==> config.mk <==
export PLATFORM = sky130hd
export DESIGN_NAME = sram_arbiter_flat
export DESIGN_NICKNAME = d
export VERILOG_FILES = /design/src/rtl/sram_arbiter_if.sv /design/src/rtl/sram_arbiter.sv /design/src/flat_wrapper.sv
export SDC_FILE = /design/constraint.sdc
export NUM_CORES = 1
export LEC_CHECK = 0
export CAP_MARGIN = 20
export CORE_MARGIN = 3
export CORE_UTILIZATION = 35
export CTS_CLUSTER_SIZE = 30
export DETAILED_ROUTE_END_ITERATION = 8
export PLACE_DENSITY_LB_ADDON = 0.15
export SLEW_MARGIN = 25
export SYNTH_ARGS = -nofsm -noshare
export SYNTH_HDL_FRONTEND = slang
export SYNTH_SLANG_ARGS = --single-unit
==> constraint.sdc <==
create_clock -name clk -period 4.28 [get_ports clk]
set_input_delay 0.428 -clock clk [delete_from_list [all_inputs] [get_ports clk]]
set_output_delay 0.428 -clock clk [all_outputs]
set_load 0.005 [all_outputs]
==> src/rtl/sram_arbiter_if.sv <==
// sram_arbiter_if: bundles every non-clock signal of the SRAM arbiter.
// It carries the two requesters (CPU and program loader), the shared read
// data and CPU stall, and the single-port SRAM side.
//   slave  : used by the arbiter. It takes in the requests and mem_rdata,
//            and drives the grants, acks, rdata, cpu_stall and mem_*.
//   master : used by the environment. It drives the requests and acts as
//            the SRAM by driving mem_rdata.
// Parameters: WORD_SIZE (data width), ADDR_SIZE (address width).
interface sram_arbiter_if #(
  parameter int WORD_SIZE = 8,
  parameter int ADDR_SIZE = 8
);
  logic                 cpu_req;
  logic                 cpu_we;
  logic [ADDR_SIZE-1:0] cpu_addr;
  logic [WORD_SIZE-1:0] cpu_wdata;
  logic                 cpu_gnt;
  logic                 cpu_ack;

  logic                 ldr_req;
  logic                 ldr_we;
  logic [ADDR_SIZE-1:0] ldr_addr;
  logic [WORD_SIZE-1:0] ldr_wdata;
  logic                 ldr_gnt;
  logic                 ldr_ack;

  logic [WORD_SIZE-1:0] rdata;
  logic                 cpu_stall;

  logic                 mem_en;
  logic                 mem_we;
  logic [ADDR_SIZE-1:0] mem_addr;
  logic [WORD_SIZE-1:0] mem_wdata;
  logic [WORD_SIZE-1:0] mem_rdata;

  modport slave (
    input  cpu_req, cpu_we, cpu_addr, cpu_wdata,
    input  ldr_req, ldr_we, ldr_addr, ldr_wdata,
    input  mem_rdata,
    output cpu_gnt, cpu_ack, ldr_gnt, ldr_ack,
    output rdata, cpu_stall,
    output mem_en, mem_we, mem_addr, mem_wdata
  );

  modport master (
    output cpu_req, cpu_we, cpu_addr, cpu_wdata,
    output ldr_req, ldr_we, ldr_addr, ldr_wdata,
    output mem_rdata,
    input  cpu_gnt, cpu_ack, ldr_gnt, ldr_ack,
    input  rdata, cpu_stall,
    input  mem_en, mem_we, mem_addr, mem_wdata
  );
endinterface

==> src/rtl/sram_arbiter.sv <==
// sram_arbiter: shares one single-port SRAM between a CPU and a program
// loader. The SRAM has a registered read, so read data arrives one cycle
// after mem_en.
//
// Each access takes two cycles:
//   ACCESS : the owner's gnt and mem_en are high.
//   RESP   : the owner's ack is high and rdata carries mem_rdata.
// If another request is pending, RESP goes straight back into ACCESS.
// One owner keeps the SRAM while its request stays high. After MAX_BURST
// accesses in a row, it hands over if the other requester is waiting.
//
// Ports:
//   clk : rising-edge clock.
//   rst : synchronous, active-high reset.
//   bus : sram_arbiter_if.slave, carrying the requester and SRAM signals.
//
// Build option: macro SRAM_ARB_RR_EN.
//   Defined   : ties seen from IDLE go to whoever was not the last owner.
//   Undefined : ties seen from IDLE go to the loader.
module sram_arbiter #(
  parameter int WORD_SIZE = 8,
  parameter int ADDR_SIZE = 8,
  parameter int MAX_BURST = 4
) (
  input  logic           clk,
  input  logic           rst,
  sram_arbiter_if.slave  bus
);

  localparam int CNT_W = $clog2(MAX_BURST + 1);
  localparam logic [CNT_W-1:0] BURST_MAX = CNT_W'(MAX_BURST);
  localparam logic [CNT_W-1:0] BURST_ONE = CNT_W'(1);

  typedef enum logic [1:0] {IDLE, ACCESS, RESP} state_t;
  typedef enum logic {OWN_CPU = 1'b0, OWN_LDR = 1'b1} owner_t;

  state_t               state_q, state_d;
  owner_t               owner_q, owner_d;
  owner_t               last_q,  last_d;
  logic [CNT_W-1:0]     burst_q, burst_d;
  logic [WORD_SIZE-1:0] rdata_q, rdata_d;
  // Set by reset, cleared one cycle later. Keeps the first grant at least
  // two cycles after reset is released.
  logic                 init_q;

  logic                 own_req, oth_req;
  logic                 own_is_cpu;
  owner_t               tie_winner;
  logic                 sel_we;
  logic [ADDR_SIZE-1:0] sel_addr;
  logic [WORD_SIZE-1:0] sel_wdata;
  logic                 in_access, in_resp;

  // Counts accesses in the current run and holds at MAX_BURST.
  function automatic logic [CNT_W-1:0] burst_inc(input logic [CNT_W-1:0] c);
    if (c >= BURST_MAX) return BURST_MAX;
    return c + BURST_ONE;
  endfunction

`ifdef SRAM_ARB_RR_EN
  assign tie_winner = owner_t'(~last_q);
`else
  assign tie_winner = OWN_LDR;
`endif

  assign own_is_cpu = (owner_q == OWN_CPU);
  assign own_req    = own_is_cpu ? bus.cpu_req : bus.ldr_req;
  assign oth_req    = own_is_cpu ? bus.ldr_req : bus.cpu_req;
  assign sel_we     = own_is_cpu ? bus.cpu_we    : bus.ldr_we;
  assign sel_addr   = own_is_cpu ? bus.cpu_addr  : bus.ldr_addr;
  assign sel_wdata  = own_is_cpu ? bus.cpu_wdata : bus.ldr_wdata;
  assign in_access  = (state_q == ACCESS);
  assign in_resp    = (state_q == RESP);

  always_ff @(posedge clk) begin
    if (rst) begin
      state_q <= IDLE;
      owner_q <= OWN_LDR;
      last_q  <= OWN_LDR;
      burst_q <= '0;
      rdata_q <= '0;
      init_q  <= 1'b1;
    end else begin
      state_q <= state_d;
      owner_q <= owner_d;
      last_q  <= last_d;
      burst_q <= burst_d;
      rdata_q <= rdata_d;
      init_q  <= 1'b0;
    end
  end

  always_comb begin
    state_d = state_q;
    owner_d = owner_q;
    last_d  = last_q;
    burst_d = burst_q;
    rdata_d = rdata_q;
    case (state_q)
      IDLE: begin
        burst_d = '0;
        if (!init_q && (bus.cpu_req || bus.ldr_req)) begin
          state_d = ACCESS;
          burst_d = BURST_ONE;
          if (bus.cpu_req && bus.ldr_req) owner_d = tie_winner;
          else if (bus.cpu_req)           owner_d = OWN_CPU;
          else                            owner_d = OWN_LDR;
          last_d = owner_d;
        end
      end
      ACCESS: state_d = RESP;
      RESP: begin
        rdata_d = bus.mem_rdata;
        // The owner keeps going unless it has used up its burst while the
        // other requester waits.
        if (own_req && !(oth_req && (burst_q >= BURST_MAX))) begin
          state_d = ACCESS;
          burst_d = burst_inc(burst_q);
        end else if (oth_req) begin
          state_d = ACCESS;
          owner_d = owner_t'(~owner_q);
          last_d  = owner_t'(~owner_q);
          burst_d = BURST_ONE;
        end else begin
          state_d = IDLE;
          burst_d = '0;
        end
      end
      default: state_d = IDLE;
    endcase
  end

  assign bus.cpu_gnt   = in_access && own_is_cpu;
  assign bus.ldr_gnt   = in_access && !own_is_cpu;
  assign bus.cpu_ack   = in_resp && own_is_cpu;
  assign bus.ldr_ack   = in_resp && !own_is_cpu;
  assign bus.mem_en    = in_access;
  assign bus.mem_we    = in_access && sel_we;
  assign bus.mem_addr  = in_access ? sel_addr  : '0;
  assign bus.mem_wdata = in_access ? sel_wdata : '0;
  assign bus.rdata     = in_resp ? bus.mem_rdata : rdata_q;
  assign bus.cpu_stall = bus.cpu_req && !bus.cpu_ack;

endmodule

==> src/flat_wrapper.sv <==
// flat-port wrapper written by rule: the top's interface ports become plain ports
module sram_arbiter_flat 
#(
  parameter int WORD_SIZE = 8,
  parameter int ADDR_SIZE = 8,
  parameter int MAX_BURST = 4
)
  (clk, rst, bus_cpu_req, bus_cpu_we, bus_cpu_addr, bus_cpu_wdata, bus_ldr_req, bus_ldr_we, bus_ldr_addr, bus_ldr_wdata, bus_mem_rdata, bus_cpu_gnt, bus_cpu_ack, bus_ldr_gnt, bus_ldr_ack, bus_rdata, bus_cpu_stall, bus_mem_en, bus_mem_we, bus_mem_addr, bus_mem_wdata);
  sram_arbiter_if #(.WORD_SIZE(WORD_SIZE), .ADDR_SIZE(ADDR_SIZE)) bus_i ();
  input  logic clk;
  input  logic rst;
  input wire logic [$bits(bus_i.cpu_req)-1:0] bus_cpu_req;
  input wire logic [$bits(bus_i.cpu_we)-1:0] bus_cpu_we;
  input wire logic [$bits(bus_i.cpu_addr)-1:0] bus_cpu_addr;
  input wire logic [$bits(bus_i.cpu_wdata)-1:0] bus_cpu_wdata;
  input wire logic [$bits(bus_i.ldr_req)-1:0] bus_ldr_req;
  input wire logic [$bits(bus_i.ldr_we)-1:0] bus_ldr_we;
  input wire logic [$bits(bus_i.ldr_addr)-1:0] bus_ldr_addr;
  input wire logic [$bits(bus_i.ldr_wdata)-1:0] bus_ldr_wdata;
  input wire logic [$bits(bus_i.mem_rdata)-1:0] bus_mem_rdata;
  output wire logic [$bits(bus_i.cpu_gnt)-1:0] bus_cpu_gnt;
  output wire logic [$bits(bus_i.cpu_ack)-1:0] bus_cpu_ack;
  output wire logic [$bits(bus_i.ldr_gnt)-1:0] bus_ldr_gnt;
  output wire logic [$bits(bus_i.ldr_ack)-1:0] bus_ldr_ack;
  output wire logic [$bits(bus_i.rdata)-1:0] bus_rdata;
  output wire logic [$bits(bus_i.cpu_stall)-1:0] bus_cpu_stall;
  output wire logic [$bits(bus_i.mem_en)-1:0] bus_mem_en;
  output wire logic [$bits(bus_i.mem_we)-1:0] bus_mem_we;
  output wire logic [$bits(bus_i.mem_addr)-1:0] bus_mem_addr;
  output wire logic [$bits(bus_i.mem_wdata)-1:0] bus_mem_wdata;
  assign bus_i.cpu_req = bus_cpu_req;
  assign bus_i.cpu_we = bus_cpu_we;
  assign bus_i.cpu_addr = bus_cpu_addr;
  assign bus_i.cpu_wdata = bus_cpu_wdata;
  assign bus_i.ldr_req = bus_ldr_req;
  assign bus_i.ldr_we = bus_ldr_we;
  assign bus_i.ldr_addr = bus_ldr_addr;
  assign bus_i.ldr_wdata = bus_ldr_wdata;
  assign bus_i.mem_rdata = bus_mem_rdata;
  assign bus_cpu_gnt = bus_i.cpu_gnt;
  assign bus_cpu_ack = bus_i.cpu_ack;
  assign bus_ldr_gnt = bus_i.ldr_gnt;
  assign bus_ldr_ack = bus_i.ldr_ack;
  assign bus_rdata = bus_i.rdata;
  assign bus_cpu_stall = bus_i.cpu_stall;
  assign bus_mem_en = bus_i.mem_en;
  assign bus_mem_we = bus_i.mem_we;
  assign bus_mem_addr = bus_i.mem_addr;
  assign bus_mem_wdata = bus_i.mem_wdata;
  sram_arbiter #(.WORD_SIZE(WORD_SIZE), .ADDR_SIZE(ADDR_SIZE), .MAX_BURST(MAX_BURST)) u_core (.clk(clk), .rst(rst), .bus(bus_i));
endmodule
# Yosys cells after proc, flatten, opt, wreduce, memory -nomap -nowiden
# Cells that the tools add are included.
# op_classes
bitwise	1
div	0
muxes	28
shift	0
reduce_logical	17
multipliers	0
magnitude_cmp	1
eq_ne	5
n_addsub	1
# ops
cell	count
2-to-1 mux 8 bit	5
2-to-1 mux 1 bit	15
logical AND 1 bit	10
2-to-1 mux 3 bit	3
case mux 2 bit (3 select lines)	1
case mux 3 bit (2 select lines)	1
2-to-1 mux 2 bit	2
inequality test 2 x 1 -> 1 bit, second input constant	2
AND reduction 4 bit	1
adder 3 x 1 -> 3 bit, second input constant	1
>= comparator 3 bit, second input constant	1
logical NOT 1 bit	3
equality test 2 x 1 -> 1 bit, second input constant	1
equality test 2 bit, second input constant	1
logical NOT 2 bit	1
inequality test 2 bit, second input constant	1
case mux 1 bit (2 select lines)	1
nonzero test 2 bit	1
logical OR 1 bit	1
inverter 1 bit	1
# totals
output_inout_bits	31
inputBits	46
reg_bits	15
latchBits	0
rom_bits	0
wordCells	58
ram_bits	0
n_memories	0

# Logic depth before layout (Yosys ltp)
# Gate-level depths: netlist of the first run.
# logic_depth
ltp_word	9
mapped_depth	6
mapped_depth_nobuf	4

# Worst setup path after synthesis of the first run
# No wires, ideal clock.
# synth_path
path_type	register to output
startpoint	register u_core.state_q[0]
endpoint	output port bus_rdata[0]
stages_incl_launch_ff	6
slack_ps	2676
t_required_ps	3852
arrival_time_ps	1176
path_cell_list	dfxtp_1 clkbuf_1 nand2b_1 clkbuf_1 nand2_1 nand2_1
# synth_via
elab_chain_len	2
# synth_lines
element	line_no	text
start, declared	sram_arbiter.sv:37	state_t state_q, state_d;
start signal, assigned	sram_arbiter.sv:84	state_q <= state_d;
equality test 2 bit	sram_arbiter.sv:73	assign in_resp = (state_q == RESP);
2-to-1 mux 8 bit	sram_arbiter.sv:141	assign bus.rdata = in_resp ? bus.mem_rdata : rdata_q;
end, declared	flat_wrapper.sv:25	output wire logic [$bits(bus_i.rdata)-1:0] bus_rdata;
# Every way passes these cells.

# Worst setup path in the final report of the first run
# layout_path
startpoint	register u_core.state_q[0]
endpoint	output port bus_rdata[7]
# Same word-level chain as after synthesis.

==> flow_summary.json, run 1 <==
{
  "yosys_most_used_dff": "dfxtp_1",
  "path_clk_slew_ns": 0.08,
  "cts-resized-gates": 0,
  "nFillCells": 205,
  "cpPeakStageDelay_ns": 0.51,
  "rsz0062_at_grt": "no",
  "worst-path-buf-inv": 1,
  "post-route-util_pct": 68.9,
  "fin_crit_ns": 2.45,
  "grt_pass1_wl_mm": 4.91,
  "yosys-top-cells-area": "dfxtp_1 32%, mux2i_1 20%, nor2_1 10%, nand2_1 9.5%, a21oi_1 5.8%",
  "slew_viol_final": 0,
  "crit_fanout": 14,
  "clock_sinks": 15,
  "initialDrtViolationCount": 29,
  "slew_headroom_pct": 51.1,
  "synth.avg_cell_area_um2": 7.31,
  "yosys.area.top_type": "dfxtp_1",
  "rr_worst_depth": 4,
  "cts.path.max_buffers": 2,
  "synth_edf_count": 0,
  "die_x_um": 58.1,
  "vdd_ir_drop_max_mv": 0.243,
  "crit_type": "register to output port",
  "status": "finished, final reports clean",
  "power_density_nw_per_um2": 197,
  "dp_cells": 227,
  "hold_viol_final": 0,
  "worstPathArrival_ns": 2.02,
  "wl_per_cell_um": 12.5,
  "drt-total-wl_mm": 2.88,
  "seq_area_frac_synth_pct": 31.6,
  "end_kind": "output port",
  "async_reset_ff_share_pct": 0,
  "syn2layout_area_growth_pct": 83.0,
  "min_path_cells": 2,
  "gr-total-overflow": 0,
  "synthCells": 130,
  "setup_viol_count_final": 0,
  "dp_hpwl_mm": 2.30,
  "hold_end": "u_core.rdata_q[4]",
  "fin_nets": 250,
  "core_area_um2": 2520,
  "p_leak_uw": 0.000799,
  "crit_chain": "nand2b_1 -> nand2_1 -> nand2_1 -> clkdlybuf4s50_1",
  "grt_antenna_before_repair": 0,
  "fp.dieArea_um2": 3370,
  "ant_nets": 0,
  "io_buffer_count": 76,
  "pre_cts_slack_ns": 1.79,
  "fin_skew_ns": 0.00677,
  "rows": 18,
  "clkLatencyLatePin_ns": 0.28,
  "start_util_pct": 37.6,
  "dr.pass1.iters": 4,
  "root_buffer": "clkbuf_4",
  "yosysMostFrequentCell": "nor2_1",
  "syn_nets": 178,
  "ios": 77,
  "finalSetupTns_ns": 0,
  "regToRegSetupSlack_ns": 2.20,
  "crit_top_cell": "nand2_1",
  "hp-class": "register to register",
  "cts_made_buffers": 3,
  "htree_num_levels": 1,
  "synthTopCellsByCount": "26 x nor2_1, 24 x nand2_1, 19 x mux2i_1",
  "gp_congestion": 0.695,
  "synth-seq-cells": 15,
  "layout_setup_ws_ns": 1.83,
  "synth_top_area_share_pct": 31.6,
  "grtUsageTotal_pct": 18.1,
  "diodes": 0,
  "slowest_stage": "clkdlybuf4s50_1",
  "cp_top_family": "simple AND/OR/NAND/NOR gates",
  "grt_max_degree": 25,
  "drive_gt1_share_pct": 1.99,
  "cts_tree": "built",
  "yosysWarnings": 0,
  "ctsHoldBuffers": 0,
  "syn-cell-area_um2": 950,
  "remaining_drc_errors": 0,
  "worstHoldStart": "u_core.rdata_q[4]",
  "die_h_um": 58.1,
  "worstMarginPinSlew_ns": 0.733,
  "grt_pass1_vias": 1213,
  "ys_types": 21,
  "cts_setup_buffers": 0,
  "r2r-end": "u_core.owner_q",
  "period_share_pct": 57.3,
  "vias_per_cell": 5.06,
  "start_kind": "register",
  "regToRegStartpoint": "u_core.owner_q",
  "finalPower_uw": 342,
  "maxCapViolCount": 0,
  "via_count": 1168,
  "worstPathRequired_ns": 3.85,
  "max_freq_mhz": 408,
  "final_cells": 231
}
==> cell type report <==
type / instances / area, µm² / share of cell area (%)
Timing Repair Buffer: 76 / 761 / 43.8
Multi-Input combinational cell: 101 / 593 / 34.1
Tap cell: 30 / 37.5 / 2.16
Clock buffer: 4 / 26.3 / 1.51
Sequential cell: 15 / 302 / 17.4
Inverter: 5 / 18.8 / 1.08
==> worst min-delay path: cells and delay by family (launching register included) <==
family | cells | cell delay (ns)
DFF | 1 | 0.31
and+or+nand+nor | 1 | 0.06
AOI/OAI and AO/OA | 1 | 0.06
==> power breakdown <==
group / internal [µW] / switching (µW)
Clock: 36.2 / 41.5
Combinational: 75.9 / 35.1
Sequential: 145 / 9.19
==> kinds of logic after synthesis <==
group,synth area share (%)
AOI/OAI and AO/OA,12.8
adders and majority gates,2.63
buffers and inverters,5.93
DFF,31.6
muxes,20.0
and+or+nand+nor,27.0
==> how the worst max path moves through the flow <==
stage          cells past startpoint  slack, ns               from                to
4_1_cts                            3       1.60     u_core.owner_q  bus_mem_wdata[1]
2_1_floorplan                      5       2.68  u_core.state_q[0]      bus_rdata[0]
3_3_place_gp                       4       1.89     u_core.owner_q    u_core.owner_q
6_report                           4       1.83  u_core.state_q[0]      bus_rdata[7]
5_1_grt                            4       1.66  u_core.state_q[1]      bus_rdata[7]
3_5_place_dp                       4       1.79     u_core.owner_q    u_core.owner_q
==> cell usage in the layout, fill, tap and decap left out <==
cell type,Yosys,routed
inv_1,5,5
dfxtp_2,0,1
nand2b_1,4,4
a2111oi_0,1,1
nand3_1,1,1
mux2i_1,19,19
nor4_1,2,2
nor2_1,26,26
o21ai_0,2,2
a2111o_1,1,1
a211o_1,2,2
nor2b_1,3,3
ha_1,2,2
dfxtp_1,15,14
clkbuf_1,7,1
a21oi_1,11,11
a32oi_1,1,1
a221o_1,1,1
nor3b_1,1,1
nand2_1,24,24
clkdlybuf4s50_1,0,76
clkbuf_4,0,3
==> state kept, by name, summed over array words and instances (netlist names) <==
name / count
u_core.owner_q: 1
u_core.rdata_q: 8
u_core.state_q: 2
u_core.init_q: 1
u_core.burst_q: 3
==> metal layers <==
metal / track usage (%) / up-vias / wire length [µm]
met1: 19.7 / 533 / 1120
met5: 0 / - / 0
met2: 31.8 / 51 / 1420
li1: - / 582 / -
met4: 3.97 / 0 / 16
met3: 8.46 / 2 / 326
==> per-stage QoR <==
| stage | area [µm²] | hold slack [ns] |
|---|---|---|
| after global routing | 1740 | 0.508 |
| after floorplan | 950 | 0.438 |
| final | 1740 | 0.470 |
| after global placement | 1710 | 0.450 |
| after CTS | 1740 | 0.475 |
| after detailed placement | 1710 | 0.464 |
Power figures use the tool's default switching activity.
==> run 2, diff against run 1 <==
CORE_UTILIZATION = 32   (was 35)
clock period = 2.5 ns   (was 4.28 ns; I/O delays follow)
==> run 2 against run 1 <==
  * Worst setup slack got worse by 1.6 ns
  * Combinational power is 80% higher
  * Register-to-register slack worse by 1.6 ns
  * Critical path type unchanged
==> flow_summary.json, run 2 (same netlist as run 1, synthesis figures left out) <==
{
  "largest-register": "u_core.rdata_q",
  "worstPathRequired_ns": 2.25,
  "p_leak_uw": 0.000807,
  "finalSetupTns_ns": 0,
  "syn2layout_area_growth_pct": 83.9,
  "max_freq_mhz": 445,
  "grtUsageTotal_pct": 17.0,
  "reg_top3": "u_core.rdata_q (8), u_core.burst_q (3), u_core.state_q (2)",
  "ios": 77,
  "register_area_um2": 300,
  "ctsHoldBuffers": 0,
  "worstMarginPinSlew_ns": 0.704,
  "start_kind": "register",
  "largest_reg_flops": 8,
  "root_buffer": "clkbuf_4",
  "grt_max_degree": 23,
  "fin_crit_ns": 2.25,
  "cts_tree": "built",
  "gp_congestion": 0.694,
  "crit_fanout": 14,
  "slew_headroom_pct": 53.1,
  "layout_commonest_cell": "clkdlybuf4s50_1",
  "dp_hpwl_mm": 2.41,
  "vdd_ir_drop_max_mv": 0.290,
  "fin_skew_ns": 0.0146,
  "end_kind": "output port",
  "multi_input_area_um2": 593,
  "cts_made_buffers": 3,
  "path_clk_slew_ns": 0.10,
  "remaining_drc_errors": 0,
  "grt_pass1_wl_mm": 4.75,
  "initialDrtViolationCount": 16,
  "drt-total-wl_mm": 2.92,
  "via_count": 1125,
  "maxCapViolCount": 0,
  "post-route-util_pct": 62.8,
  "htree_num_levels": 1,
  "fin_nets": 251,
  "die_x_um": 60.5,
  "drive_gt1_share_pct": 2.48,
  "power_density_nw_per_um2": 339,
  "final_cell_mix": "76 x clkdlybuf4s50_1, 26 x nor2_1, 24 x nand2_1, 19 x mux2i_1, 15 x dfxtp_1",
  "rows": 19,
  "die_h_um": 60.5,
  "finalPower_uw": 592,
  "hp-class": "register to register",
  "dr.pass1.iters": 4,
  "wl_per_cell_um": 12.5,
  "core_area_um2": 2780,
  "grt_antenna_before_repair": 0,
  "fp.dieArea_um2": 3660,
  "grt_pass1_vias": 1146,
  "clkLatencyLatePin_ns": 0.29,
  "cts_setup_buffers": 0,
  "io_buffer_count": 76,
  "diodes": 0,
  "hold_viol_final": 0,
  "status": "finished, final reports clean",
  "rsz0062_at_grt": "no",
  "clock_sinks": 15,
  "vias_per_cell": 4.83,
  "nFillCells": 238,
  "slew_viol_final": 0,
  "crit_type": "register to output port",
  "worstPathArrival_ns": 2.00,
  "cts-resized-gates": 0,
  "ant_nets": 0,
  "setup_viol_count_final": 0,
  "start_util_pct": 34.1,
  "period_share_pct": 89.8,
  "cts.path.max_buffers": 2,
  "gr-total-overflow": 0
}
## run 2: critical path, stage by stage, from the launching register on
cell and delay (ns):
dfxtp_1 0.49, nand2b_1 0.48, nor2_1 0.12, nor2b_1 0.13, clkdlybuf4s50_1 0.51
## run 2: path summary, 6_finish.rpt
path	start	end	slack (ns)	depth (start not counted)
worst max-delay path	u_core.state_q[0]	bus_cpu_stall	0.25	4
worst min-delay path	u_core.rdata_q[3]	u_core.rdata_q[3]	0.47	2
worst max register to register	u_core.state_q[0]	u_core.owner_q	0.61	4
worst min register to register	u_core.rdata_q[3]	u_core.rdata_q[3]	0.47	2
## run 2: stage by stage
step	hold slack (ns)	std cells	area [µm²]	setup WS (ns)
final	0.472	233	1750	0.254
after global routing	0.506	233	1750	0.0290
after CTS	0.476	233	1750	0.214
after detailed placement	0.460	229	1720	0.478
after global placement	0.451	229	1720	0.529
after floorplan	0.278	130	950	0.899
## run 2: routing by layer
layer / track usage, % / share of wire (%) / up-vias
met5: 0 / 0 / -
met4: 4.64 / 0 / 0
met3: 7.02 / 10 / 0
met2: 30.7 / 53 / 42
met1: 18.4 / 37 / 507
li1: - / - / 576
## run 2: final cells by class
class,count,share of cell area [%]
inverter,5,1.07
clock buffer,3,1.29
clock inverter,1,0.287
timing repair buffer,77,44.0
multi-input combinational,101,34.0
sequential,15,17.2
tap,31,2.22
## run 2: power breakdown
part           internal [µW]  switching [µW]
registers                247            6.59
clock network           59.3            79.0
logic                    131            68.8
